===== src/rtl/rv32_run_controller_pkg.sv =====
`default_nettype none
// ============================================================================
// Package : rv32_run_pkg
// Brief   : Shared types and constants for the RV32I run controller.
// Revision: 1.0 - initial release
// ============================================================================
package rv32_run_pkg;

  // Controller states; the 3-bit width is fixed so the encoding stays stable.
  typedef enum logic [2:0] {
    IDLE    = 3'd0,
    RESET   = 3'd1,
    RUN     = 3'd2,
    HALTED  = 3'd3,
    TIMEOUT = 3'd4
  } run_state_t;

  // Performance counter slots, in the order they are instantiated.
  localparam int unsigned N_CNT     = 4;
  localparam int unsigned CNT_CYCLE = 0;
  localparam int unsigned CNT_STALL = 1;
  localparam int unsigned CNT_FLUSH = 2;
  localparam int unsigned CNT_WB    = 3;

endpackage : rv32_run_pkg
`default_nettype wire


===== src/rtl/rv32_run_controller_if.sv =====
`default_nettype none
// ============================================================================
// Interface: rv32_run_controller_if
// Brief    : Control, core-status and counter signals of the run controller.
//            Suffixes are from the controller's point of view.
// Revision : 1.0 - initial release
// ============================================================================
interface rv32_run_controller_if #(
  parameter int XLEN  = 32,
  parameter int CNT_W = 32
);
  logic             start_i;
  logic             abort_i;
  logic             halt_i;
  logic             stall_i;
  logic             flush_i;
  logic             wb_valid_i;
  logic [XLEN-1:0]  wb_result_i;
  logic             core_rst_n_o;
  logic             busy_o;
  logic             done_o;
  logic             timed_out_o;
  logic [CNT_W-1:0] cycle_cnt_o;
  logic [CNT_W-1:0] stall_cnt_o;
  logic [CNT_W-1:0] flush_cnt_o;
  logic [CNT_W-1:0] wb_cnt_o;
  logic [XLEN-1:0]  last_wb_o;

  // Controller side.
  modport slave (
    input  start_i, abort_i, halt_i, stall_i, flush_i, wb_valid_i, wb_result_i,
    output core_rst_n_o, busy_o, done_o, timed_out_o,
    output cycle_cnt_o, stall_cnt_o, flush_cnt_o, wb_cnt_o, last_wb_o
  );

  // Board / bench / SoC side.
  modport master (
    output start_i, abort_i, halt_i, stall_i, flush_i, wb_valid_i, wb_result_i,
    input  core_rst_n_o, busy_o, done_o, timed_out_o,
    input  cycle_cnt_o, stall_cnt_o, flush_cnt_o, wb_cnt_o, last_wb_o
  );
endinterface : rv32_run_controller_if
`default_nettype wire


===== src/rtl/rv32_run_controller_sat_counter.sv =====
`default_nettype none
// ============================================================================
// Module  : rv32_sat_counter
// Brief   : W-bit counter with synchronous clear that sticks at all-ones.
// Revision: 1.0 - initial release
// ============================================================================
module rv32_sat_counter #(
  parameter int W = 32
) (
  input  wire logic         clk,
  input  wire logic         rst_n,
  input  wire logic         clr_i,
  input  wire logic         inc_i,
  output logic [W-1:0]      q_o
);
  logic [W-1:0] q_q, q_d;

  // Clear wins over increment; increment is suppressed once all-ones.
  always_comb begin
    q_d = q_q;
    if (clr_i) begin
      q_d = '0;
    end else if (inc_i && (q_q != '1)) begin
      q_d = q_q + W'(1);
    end
  end

  // Count register.
  always_ff @(posedge clk or negedge rst_n) begin
    if (!rst_n) begin
      q_q <= '0;
    end else begin
      q_q <= q_d;
    end
  end

  assign q_o = q_q;

endmodule : rv32_sat_counter
`default_nettype wire


===== src/rtl/rv32_run_controller.sv =====
`default_nettype none
// ============================================================================
// Module  : rv32_run_controller
// Brief   : Sequences the core reset, runs the core under a cycle-limit
//           watchdog, detects halt and gathers run statistics.
// Revision: 1.0 - initial release
// ============================================================================
module rv32_run_controller
  import rv32_run_pkg::*;
#(
  parameter int RST_CYCLES  = 5,
  parameter int TIMEOUT_MAX = 100,
  parameter int CNT_W       = 32,
  parameter int XLEN        = 32
) (
  input  wire logic               clk,
  input  wire logic               rst_n,
  rv32_run_controller_if.slave    bus
);
  localparam int RC_W = $clog2(RST_CYCLES + 1);
  // The watchdog has its own counter so it still fires when CNT_W is too
  // narrow to reach TIMEOUT_MAX (the visible cycle counter saturates).
  localparam int TO_W = $clog2(TIMEOUT_MAX + 1);
  localparam logic [RC_W-1:0] RST_LOAD = RC_W'(RST_CYCLES - 1);
  localparam logic [TO_W-1:0] TO_LAST  = TO_W'(TIMEOUT_MAX - 1);

  run_state_t       state_q, state_d;
  logic [RC_W-1:0]  rst_cnt_q, rst_cnt_d;
  logic [TO_W-1:0]  run_cnt_q, run_cnt_d;
  logic             core_rst_n_q, core_rst_n_d;
  logic             busy_q, done_q, timed_out_q;
  logic [XLEN-1:0]  last_wb_q, last_wb_d;
  logic             cnt_clr;
  logic             in_run;
  logic [N_CNT-1:0] cnt_inc;
  logic [CNT_W-1:0] cnt_val [N_CNT];

  assign in_run = (state_q == RUN);

  assign cnt_inc[CNT_CYCLE] = in_run;
  assign cnt_inc[CNT_STALL] = in_run & bus.stall_i;
  assign cnt_inc[CNT_FLUSH] = in_run & bus.flush_i;
  assign cnt_inc[CNT_WB]    = in_run & bus.wb_valid_i;

  // Next-state logic: abort beats halt beats watchdog; start only from rest states.
  always_comb begin
    state_d      = state_q;
    rst_cnt_d    = rst_cnt_q;
    run_cnt_d    = run_cnt_q;
    core_rst_n_d = core_rst_n_q;
    last_wb_d    = last_wb_q;
    cnt_clr      = 1'b0;
    unique case (state_q)
      IDLE, HALTED, TIMEOUT: begin
        if (bus.abort_i) begin
          state_d      = IDLE;
          core_rst_n_d = 1'b0;
        end else if (bus.start_i) begin
          state_d      = RESET;
          core_rst_n_d = 1'b0;
          rst_cnt_d    = RST_LOAD;
          run_cnt_d    = '0;
          last_wb_d    = '0;
          cnt_clr      = 1'b1;
        end
      end
      RESET: begin
        if (bus.abort_i) begin
          state_d      = IDLE;
          core_rst_n_d = 1'b0;
        end else if (rst_cnt_q == '0) begin
          state_d      = RUN;
          core_rst_n_d = 1'b1;
        end else begin
          rst_cnt_d = rst_cnt_q - RC_W'(1);
        end
      end
      RUN: begin
        run_cnt_d = run_cnt_q + TO_W'(1);
        if (bus.wb_valid_i) begin
          last_wb_d = bus.wb_result_i;
        end
        if (bus.abort_i) begin
          state_d      = IDLE;
          core_rst_n_d = 1'b0;
        end else if (bus.halt_i) begin
          state_d = HALTED;
        end else if (run_cnt_q == TO_LAST) begin
          state_d      = TIMEOUT;
          core_rst_n_d = 1'b0;
        end
      end
      default: begin
        state_d      = IDLE;
        core_rst_n_d = 1'b0;
      end
    endcase
  end

  // State, sequencing counters and registered status outputs.
  always_ff @(posedge clk or negedge rst_n) begin
    if (!rst_n) begin
      state_q      <= IDLE;
      rst_cnt_q    <= '0;
      run_cnt_q    <= '0;
      core_rst_n_q <= 1'b0;
      last_wb_q    <= '0;
      busy_q       <= 1'b0;
      done_q       <= 1'b0;
      timed_out_q  <= 1'b0;
    end else begin
      state_q      <= state_d;
      rst_cnt_q    <= rst_cnt_d;
      run_cnt_q    <= run_cnt_d;
      core_rst_n_q <= core_rst_n_d;
      last_wb_q    <= last_wb_d;
      busy_q       <= (state_d == RESET) || (state_d == RUN);
      done_q       <= (state_d == HALTED);
      timed_out_q  <= (state_d == TIMEOUT);
    end
  end

  for (genvar gi = 0; gi < N_CNT; gi++) begin : g_cnt
    rv32_sat_counter #(.W(CNT_W)) u_cnt (
      .clk   (clk),
      .rst_n (rst_n),
      .clr_i (cnt_clr),
      .inc_i (cnt_inc[gi]),
      .q_o   (cnt_val[gi])
    );
  end

  assign bus.core_rst_n_o = core_rst_n_q;
  assign bus.busy_o       = busy_q;
  assign bus.done_o       = done_q;
  assign bus.timed_out_o  = timed_out_q;
  assign bus.cycle_cnt_o  = cnt_val[CNT_CYCLE];
  assign bus.stall_cnt_o  = cnt_val[CNT_STALL];
  assign bus.flush_cnt_o  = cnt_val[CNT_FLUSH];
  assign bus.wb_cnt_o     = cnt_val[CNT_WB];
  assign bus.last_wb_o    = last_wb_q;

endmodule : rv32_run_controller
`default_nettype wire


===== src/flat_wrapper.sv =====
// flat-port wrapper written by rule: the top's interface ports become plain ports
module rv32_run_controller_flat import rv32_run_pkg::*;
#(
  parameter int RST_CYCLES  = 5,
  parameter int TIMEOUT_MAX = 100,
  parameter int CNT_W       = 32,
  parameter int XLEN        = 32
)
  (clk, rst_n, bus_start_i, bus_abort_i, bus_halt_i, bus_stall_i, bus_flush_i, bus_wb_valid_i, bus_wb_result_i, bus_core_rst_n_o, bus_busy_o, bus_done_o, bus_timed_out_o, bus_cycle_cnt_o, bus_stall_cnt_o, bus_flush_cnt_o, bus_wb_cnt_o, bus_last_wb_o);
  rv32_run_controller_if #(.XLEN(XLEN), .CNT_W(CNT_W)) bus_i ();
  input  wire logic clk;
  input  wire logic rst_n;
  input wire logic [$bits(bus_i.start_i)-1:0] bus_start_i;
  input wire logic [$bits(bus_i.abort_i)-1:0] bus_abort_i;
  input wire logic [$bits(bus_i.halt_i)-1:0] bus_halt_i;
  input wire logic [$bits(bus_i.stall_i)-1:0] bus_stall_i;
  input wire logic [$bits(bus_i.flush_i)-1:0] bus_flush_i;
  input wire logic [$bits(bus_i.wb_valid_i)-1:0] bus_wb_valid_i;
  input wire logic [$bits(bus_i.wb_result_i)-1:0] bus_wb_result_i;
  output wire logic [$bits(bus_i.core_rst_n_o)-1:0] bus_core_rst_n_o;
  output wire logic [$bits(bus_i.busy_o)-1:0] bus_busy_o;
  output wire logic [$bits(bus_i.done_o)-1:0] bus_done_o;
  output wire logic [$bits(bus_i.timed_out_o)-1:0] bus_timed_out_o;
  output wire logic [$bits(bus_i.cycle_cnt_o)-1:0] bus_cycle_cnt_o;
  output wire logic [$bits(bus_i.stall_cnt_o)-1:0] bus_stall_cnt_o;
  output wire logic [$bits(bus_i.flush_cnt_o)-1:0] bus_flush_cnt_o;
  output wire logic [$bits(bus_i.wb_cnt_o)-1:0] bus_wb_cnt_o;
  output wire logic [$bits(bus_i.last_wb_o)-1:0] bus_last_wb_o;
  assign bus_i.start_i = bus_start_i;
  assign bus_i.abort_i = bus_abort_i;
  assign bus_i.halt_i = bus_halt_i;
  assign bus_i.stall_i = bus_stall_i;
  assign bus_i.flush_i = bus_flush_i;
  assign bus_i.wb_valid_i = bus_wb_valid_i;
  assign bus_i.wb_result_i = bus_wb_result_i;
  assign bus_core_rst_n_o = bus_i.core_rst_n_o;
  assign bus_busy_o = bus_i.busy_o;
  assign bus_done_o = bus_i.done_o;
  assign bus_timed_out_o = bus_i.timed_out_o;
  assign bus_cycle_cnt_o = bus_i.cycle_cnt_o;
  assign bus_stall_cnt_o = bus_i.stall_cnt_o;
  assign bus_flush_cnt_o = bus_i.flush_cnt_o;
  assign bus_wb_cnt_o = bus_i.wb_cnt_o;
  assign bus_last_wb_o = bus_i.last_wb_o;
  rv32_run_controller #(.RST_CYCLES(RST_CYCLES), .TIMEOUT_MAX(TIMEOUT_MAX), .CNT_W(CNT_W), .XLEN(XLEN)) u_core (.clk(clk), .rst_n(rst_n), .bus(bus_i));
endmodule

===== config.mk =====
export PLATFORM = sky130hd
export DESIGN_NAME = rv32_run_controller_flat
export DESIGN_NICKNAME = d
export VERILOG_FILES = /design/src/rtl/rv32_run_controller_pkg.sv /design/src/rtl/rv32_run_controller_if.sv /design/src/rtl/rv32_run_controller_sat_counter.sv /design/src/rtl/rv32_run_controller.sv /design/src/flat_wrapper.sv
export SDC_FILE = /design/constraint.sdc
export NUM_CORES = 1
export LEC_CHECK = 0
export ABC_CLOCK_PERIOD_IN_PS = 7300
export CAP_MARGIN = 20
export CORE_UTILIZATION = 43
export CTS_CLUSTER_SIZE = 30
export DETAILED_ROUTE_END_ITERATION = 8
export PLACE_DENSITY = 0.69
export SLEW_MARGIN = 20
export SYNTH_ARGS = -nofsm -noshare
export SYNTH_HDL_FRONTEND = slang
export SYNTH_HIERARCHICAL = 1
export SYNTH_SLANG_ARGS = --single-unit
export TNS_END_PERCENT = 50

===== constraint.sdc =====
create_clock -name clk -period 7.3 [get_ports clk]
set_input_delay 2.19 -clock clk [delete_from_list [all_inputs] [get_ports clk]]
set_output_delay 2.19 -clock clk [all_outputs]
set_load 0.02 [all_outputs]

### Word level (Yosys, flattened, before mapping)

Index checks and enable logic that the tools add are counted.

* output and inout port bits: 164
* bits in latches: 0
* bits in registers: 177
* RAM bits: 0
* ROM bits: 0
* memories kept: 0

* equality and inequality tests: 22
* add/subtract/negate cells: 6
* divide/modulo/power cells: 0
* shifts and indexed selects: 0
* reductions and logical operators: 18
* bitwise operators: 3
* mux-type cells: 39
* magnitude comparators: 0
* $mul: 0

Operators by type and width (number)
* $mux W32: 11
* $add A32 B1 Y32 const B: 4
* $ne A32 B32 Y1 const B: 4
* $pmux W32 S2: 1
* $mux W3: 11
* $mux W7: 2
* $pmux W7 S2: 1
* $eq A3 B2 Y1 const B: 4
* $reduce_bool A2 Y1: 6
* $mux W1: 10
* $ne A2 B2 Y1 const B: 5
* $pmux W3 S3: 1
* $reduce_and A4 Y1: 2
* $add A7 B1 Y7 const B: 1
* $eq A7 B7 Y1 const B: 1
* $eq A3 B1 Y1 const B: 2
* $eq A3 B3 Y1 const B: 2
* $logic_not A3 Y1: 2
* $ne A3 B2 Y1 const B: 2
* $ne A3 B3 Y1 const B: 2
* $pmux W3 S2: 1
* $reduce_and A5 Y1: 1
* $logic_and A1 B1 Y1: 4
* $and A1 B1 Y1: 3
* other kinds (5): 5

### Logic depth before layout (Yosys ltp)

* word-level depth: 7
* gate-level depth with buffers: 10

### Modules after synthesis

The synthesis kept the hierarchy.

By module, submodules not included
* rv32_sat_counter (u_core.g_cnt[0].u_cnt ...): cells each 198, seq. area each 800.8 µm², instances 3, area an instance 1854.3 µm²
* rv32_run_controller: cells each 237, seq. area each 1226.2 µm², instances 1, area an instance 2446.1 µm²
* rv32_sat_counter (u_core.g_cnt[3].u_cnt): cells each 198, seq. area each 800.8 µm², instances 1, area an instance 1866.8 µm²

### Worst setup path before layout

Ideal clock, no wire load.

* path type: input-to-reg
* from: input bus_wb_valid_i
* to: register u_core.g_cnt[3].u_cnt.q_q[31]
* library setup time: 0.125 ns
* arrival: 3.672 ns
* path buffers: 1
* stages on the path: 7
* setup slack: 3.503 ns
* cell sequence: and3_4 -> and3_1 -> nand4_1 -> a21o_2 -> buf_4 -> nor4_1 -> mux2_2

* longest elaborated chain between the ends: 3

Ends and longest elaborated chain
* start: declaration: RTL line flat_wrapper.sv:18 `input wire logic [$bits(bus_i.wb_valid_i)-1:0] bus_wb_valid_i;`
* $and A1 B1 Y1: RTL line rv32_run_controller.sv:43 `assign cnt_inc[CNT_WB] = in_run & bus.wb_valid_i;`
* $logic_and A1 B1 Y1: RTL line rv32_run_controller_sat_counter.sv:23 `end else if (inc_i && (q_q != '1)) begin`
* $reduce_bool A2 Y1 (no line)
* end signal: assignment: RTL line rv32_run_controller_sat_counter.sv:33 `q_q <= q_d;`
* end: declaration: RTL line rv32_run_controller_sat_counter.sv:16 `logic [W-1:0] q_q, q_d;`

No other way between the ends.
A chain may end at the register's enable or synchronous reset.

### Worst setup path in the final report

* from: input bus_abort_i
* to: register u_core.g_cnt[0].u_cnt.q_q[8]

* longest elaborated chain between the ends: 3
* elaborated cells on any way between the ends: 4

Ends and longest elaborated chain
* start: declaration: RTL line flat_wrapper.sv:14 `input wire logic [$bits(bus_i.abort_i)-1:0] bus_abort_i;`
* $mux W1 (*): RTL line rv32_run_controller.sv:55 `if (bus.abort_i) begin`
* $mux W1 (*): RTL line rv32_run_controller.sv:53 `unique case (state_q)`
* net u_core.cnt_clr: RTL line rv32_run_controller.sv:33 `logic cnt_clr;`
* $mux W32 or $reduce_bool A2 Y1 (tied branches)
* end signal: assignment: RTL line rv32_run_controller_sat_counter.sv:33
* end: declaration: RTL line rv32_run_controller_sat_counter.sv:16

Mark *: on every way through the listed nets, which the timed path passes. The rest lies on a longest branch.

==> impl_metrics.ini <==
[status]
status = completed

[synthesis]
yosys.area.top_type = dfrtp_1
yosysUniqueCellTypes = 68
yosysTopAreaCellShare_pct = 44.8
synthArstFlopShare_pct = 100
yosysWarningCount = 6
syn-instance-count = 1029
avgSynthCellArea_um2 = 9.60
synth_nets = 1076
synth_seq_cells = 177
dominantRegCellSynth = dfrtp_1
synth_edf_count = 0
netlist_area_mm2 = 0.00988
ys_seq_area_share_pct = 44.8
synth_top_cells_by_area = dfrtp_1 45%, nor2_1 4.1%, mux2i_1 4.1%

[critical_path]
r2r-start = u_core/state_q[1]$_DFF_PN0_
r2r_end = u_core/g_cnt[0].u_cnt/q_o[8]$_DFFE_PN0P_
worst_r2r_path_depth = 7
cp_data_required_time_ps = 7610
crit_end = u_core/g_cnt[0].u_cnt/q_o[8]$_DFFE_PN0P_
critPathCaptureType = flop
arrival_ps = 4990
critPathKind = in -> reg
cp_max_fo = 79
startpoint = bus_abort_i
reg2reg_slack_ps = 4360
startpoint_type = input port

[grt]
grt_max_degree = 96
antenna_found_initial = 0
track_usage_pct = 20.5
grt_overflow = 0
grt_pass1_wl_mm = 39.2
grt_pass1_vias = 7716

[timing]
finalSetupViolCount = 0
slew_headroom_pct = 39.4
setup_tns_ps = 0
post-route-period-util_pct = 64.1
worst_pin_slew_ps = 909
hold_viol_final = 0
fmax_ghz = 0.214
skew_ps = 13.0
rsz0062_at_grt = no
post-route-min-period_ps = 4680
slew_viol_final = 0

[clock_tree]
worstSkewPairLatency_ps = 430
post_cts_buffers = 0
numCtsBuffers = 17
cts_tree = done
clock-sinks = 177
ctsHoldBuffers = 0
cts.reportedPaths.clkPinSlew_ps = 70
htree_levels = 4
cts_root_buffer = clkbuf_16
cts_resized = 0
ctsLongestPathBuffers = 2

[routing]
ant_nets = 0
drc_errors = 0
vias_per_cell = 5.43
drt-initial-drc-count = 343
dr.max_layer_used = met4
first_pass_iters = 4
totalWireLength_mm = 23.8
wl_met2_mm = 11.8
via_count = 8251
wl_per_cell_um = 15.7
wl_met3_um = 810
routedLengthMet1_mm = 11.0

[cells_and_area]
syn_to_final_growth_pct = 28.4
stdcell_area_mm2 = 0.0127
final_cell_mix = 202 x clkdlybuf4s50_1, 177 x dfrtp_1, 106 x nor2_1
layout-drive-gt1-share_pct = 9.32
fin_nets = 1268
final_common_cell = clkdlybuf4s50_1
diodes = 0

[placement]
port_buffers = 203
dp_hpwl_mm = 16.6
dpl_cell_area_mm2 = 0.0121
finalWeightedCongestion = 0.820

[floorplan]
die_h_um = 154
start_util_pct = 43.8
fp.dieW_um = 154
die_area_mm2 = 0.0236
pin_count = 204
placementRows = 55
core_mm2 = 0.0226

[power_and_ir_drop]
p_leak_nw = 5.30
totalPowerFinal_mw = 2.68
power_density_mw_per_mm2 = 212
vdd_drop_max_mv = 0.151

[job]
cap_violations = 0

[hold_path]
min_path_type = reg -> reg
-- cells in the mapped netlist (all sizes together) (5+ instances only) --
| library cell | instances |
|---|---|
| o211a | 5 |
| and3 | 35 |
| nand2 | 88 |
| ha | 7 |
| and2 | 14 |
| xnor2 | 41 |
| buf | 17 |
| mux2i | 40 |
| a21oi | 51 |
| o21ai | 18 |
| nand2b | 15 |
| mux2 | 24 |
| or3 | 20 |
| nor2 | 108 |
| o31ai | 13 |
| xor2 | 12 |
| clkbuf | 18 |
| dfrtp | 177 |
| nand4 | 31 |
| nor3 | 17 |
| inv | 68 |
| a21o | 13 |
| nor2b | 25 |
| nand3 | 55 |
| a211oi | 21 |
| a31oi | 10 |
| nor4 | 28 |
| a31o | 8 |
| or4 | 12 |
-- area by class of cell --
cell class / instances / area [µm²]
repair buffers: 208 / 2070
clock inverters: 14 / 121
inverters: 68 / 258
well taps: 285 / 357
flip-flops and latches: 177 / 4430
multi-input cells: 749 / 5010
clock buffers: 18 / 439
fillers: 2015 / 9890
-- kinds of logic after synthesis --
group,Yosys count,share of synthesized area (%)
buffers and inverters,103,4.47
AO/OA/AOI/OAI,154,11.1
multiplexers,64,6.94
adder cells (fa/ha/maj),7,0.887
AND/OR/NAND/NOR,471,27.0
flip-flops,177,44.8
XOR/XNOR,53,4.70
-- per-layer routing --
metal  global-route usage [%]  up-vias
li1                         -     4051
met1                     26.9     4040
met2                     34.8      148
met3                     3.35       12
met4                     6.05        0
met5                        0        -
-- registers in the layout, summed over array words and instances (netlist names) --
register / flops
u_core/bus.busy_o: 1
u_core/bus.core_rst_n_o: 1
u_core/bus.last_wb_o: 32
u_core/rst_cnt_q: 3
u_core/run_cnt_q: 7
u_core/bus.timed_out_o: 1
u_core/state_q: 3
u_core/g_cnt.u_cnt/q_o: 128
u_core/bus.done_o: 1
-- worst min-delay path by stage --
| stage | start | endpoint | cells after the start |
|---|---|---|---|
| after floorplan | u_core/rst_cnt_q[0]$_DFFE_PN0P_ | u_core/rst_cnt_q[0]$_DFFE_PN0P_ | 1 |
| after global placement | u_core/rst_cnt_q[0]$_DFFE_PN0P_ | u_core/rst_cnt_q[0]$_DFFE_PN0P_ | 1 |
| after detailed placement | u_core/rst_cnt_q[0]$_DFFE_PN0P_ | u_core/rst_cnt_q[0]$_DFFE_PN0P_ | 1 |
| after CTS | u_core/rst_cnt_q[0]$_DFFE_PN0P_ | u_core/rst_cnt_q[0]$_DFFE_PN0P_ | 1 |
| after global routing | u_core/rst_cnt_q[0]$_DFFE_PN0P_ | u_core/rst_cnt_q[0]$_DFFE_PN0P_ | 1 |
| final | u_core/rst_cnt_q[0]$_DFFE_PN0P_ | u_core/rst_cnt_q[0]$_DFFE_PN0P_ | 1 |
-- power breakdown --
| part | internal [mW] | switching [mW] |
|---|---|---|
| clock network | 0.458 | 0.421 |
| registers | 1.06 | 0.0641 |
| logic | 0.279 | 0.400 |
-- metrics by stage --
stage,std cells,setup slack (ps),hold slack [ps],util (%)
after global routing,1519,2400,514,56.2
after CTS,1519,2610,483,56.2
after global placement,1487,2200,466,53.7
after detailed placement,1487,2160,474,53.7
final,1519,2620,489,56.2
after floorplan,1029,3500,450,-
-- worst max-delay path: stages --
cell             delay [ps]
clkdlybuf4s50_1         530
and2b_1                 290
o211ai_2                280
inv_4                   690
buf_4                   530
nand2b_1                170
a21oi_1                  40
a31o_2                  220
(Power assumes the default switching activity.)
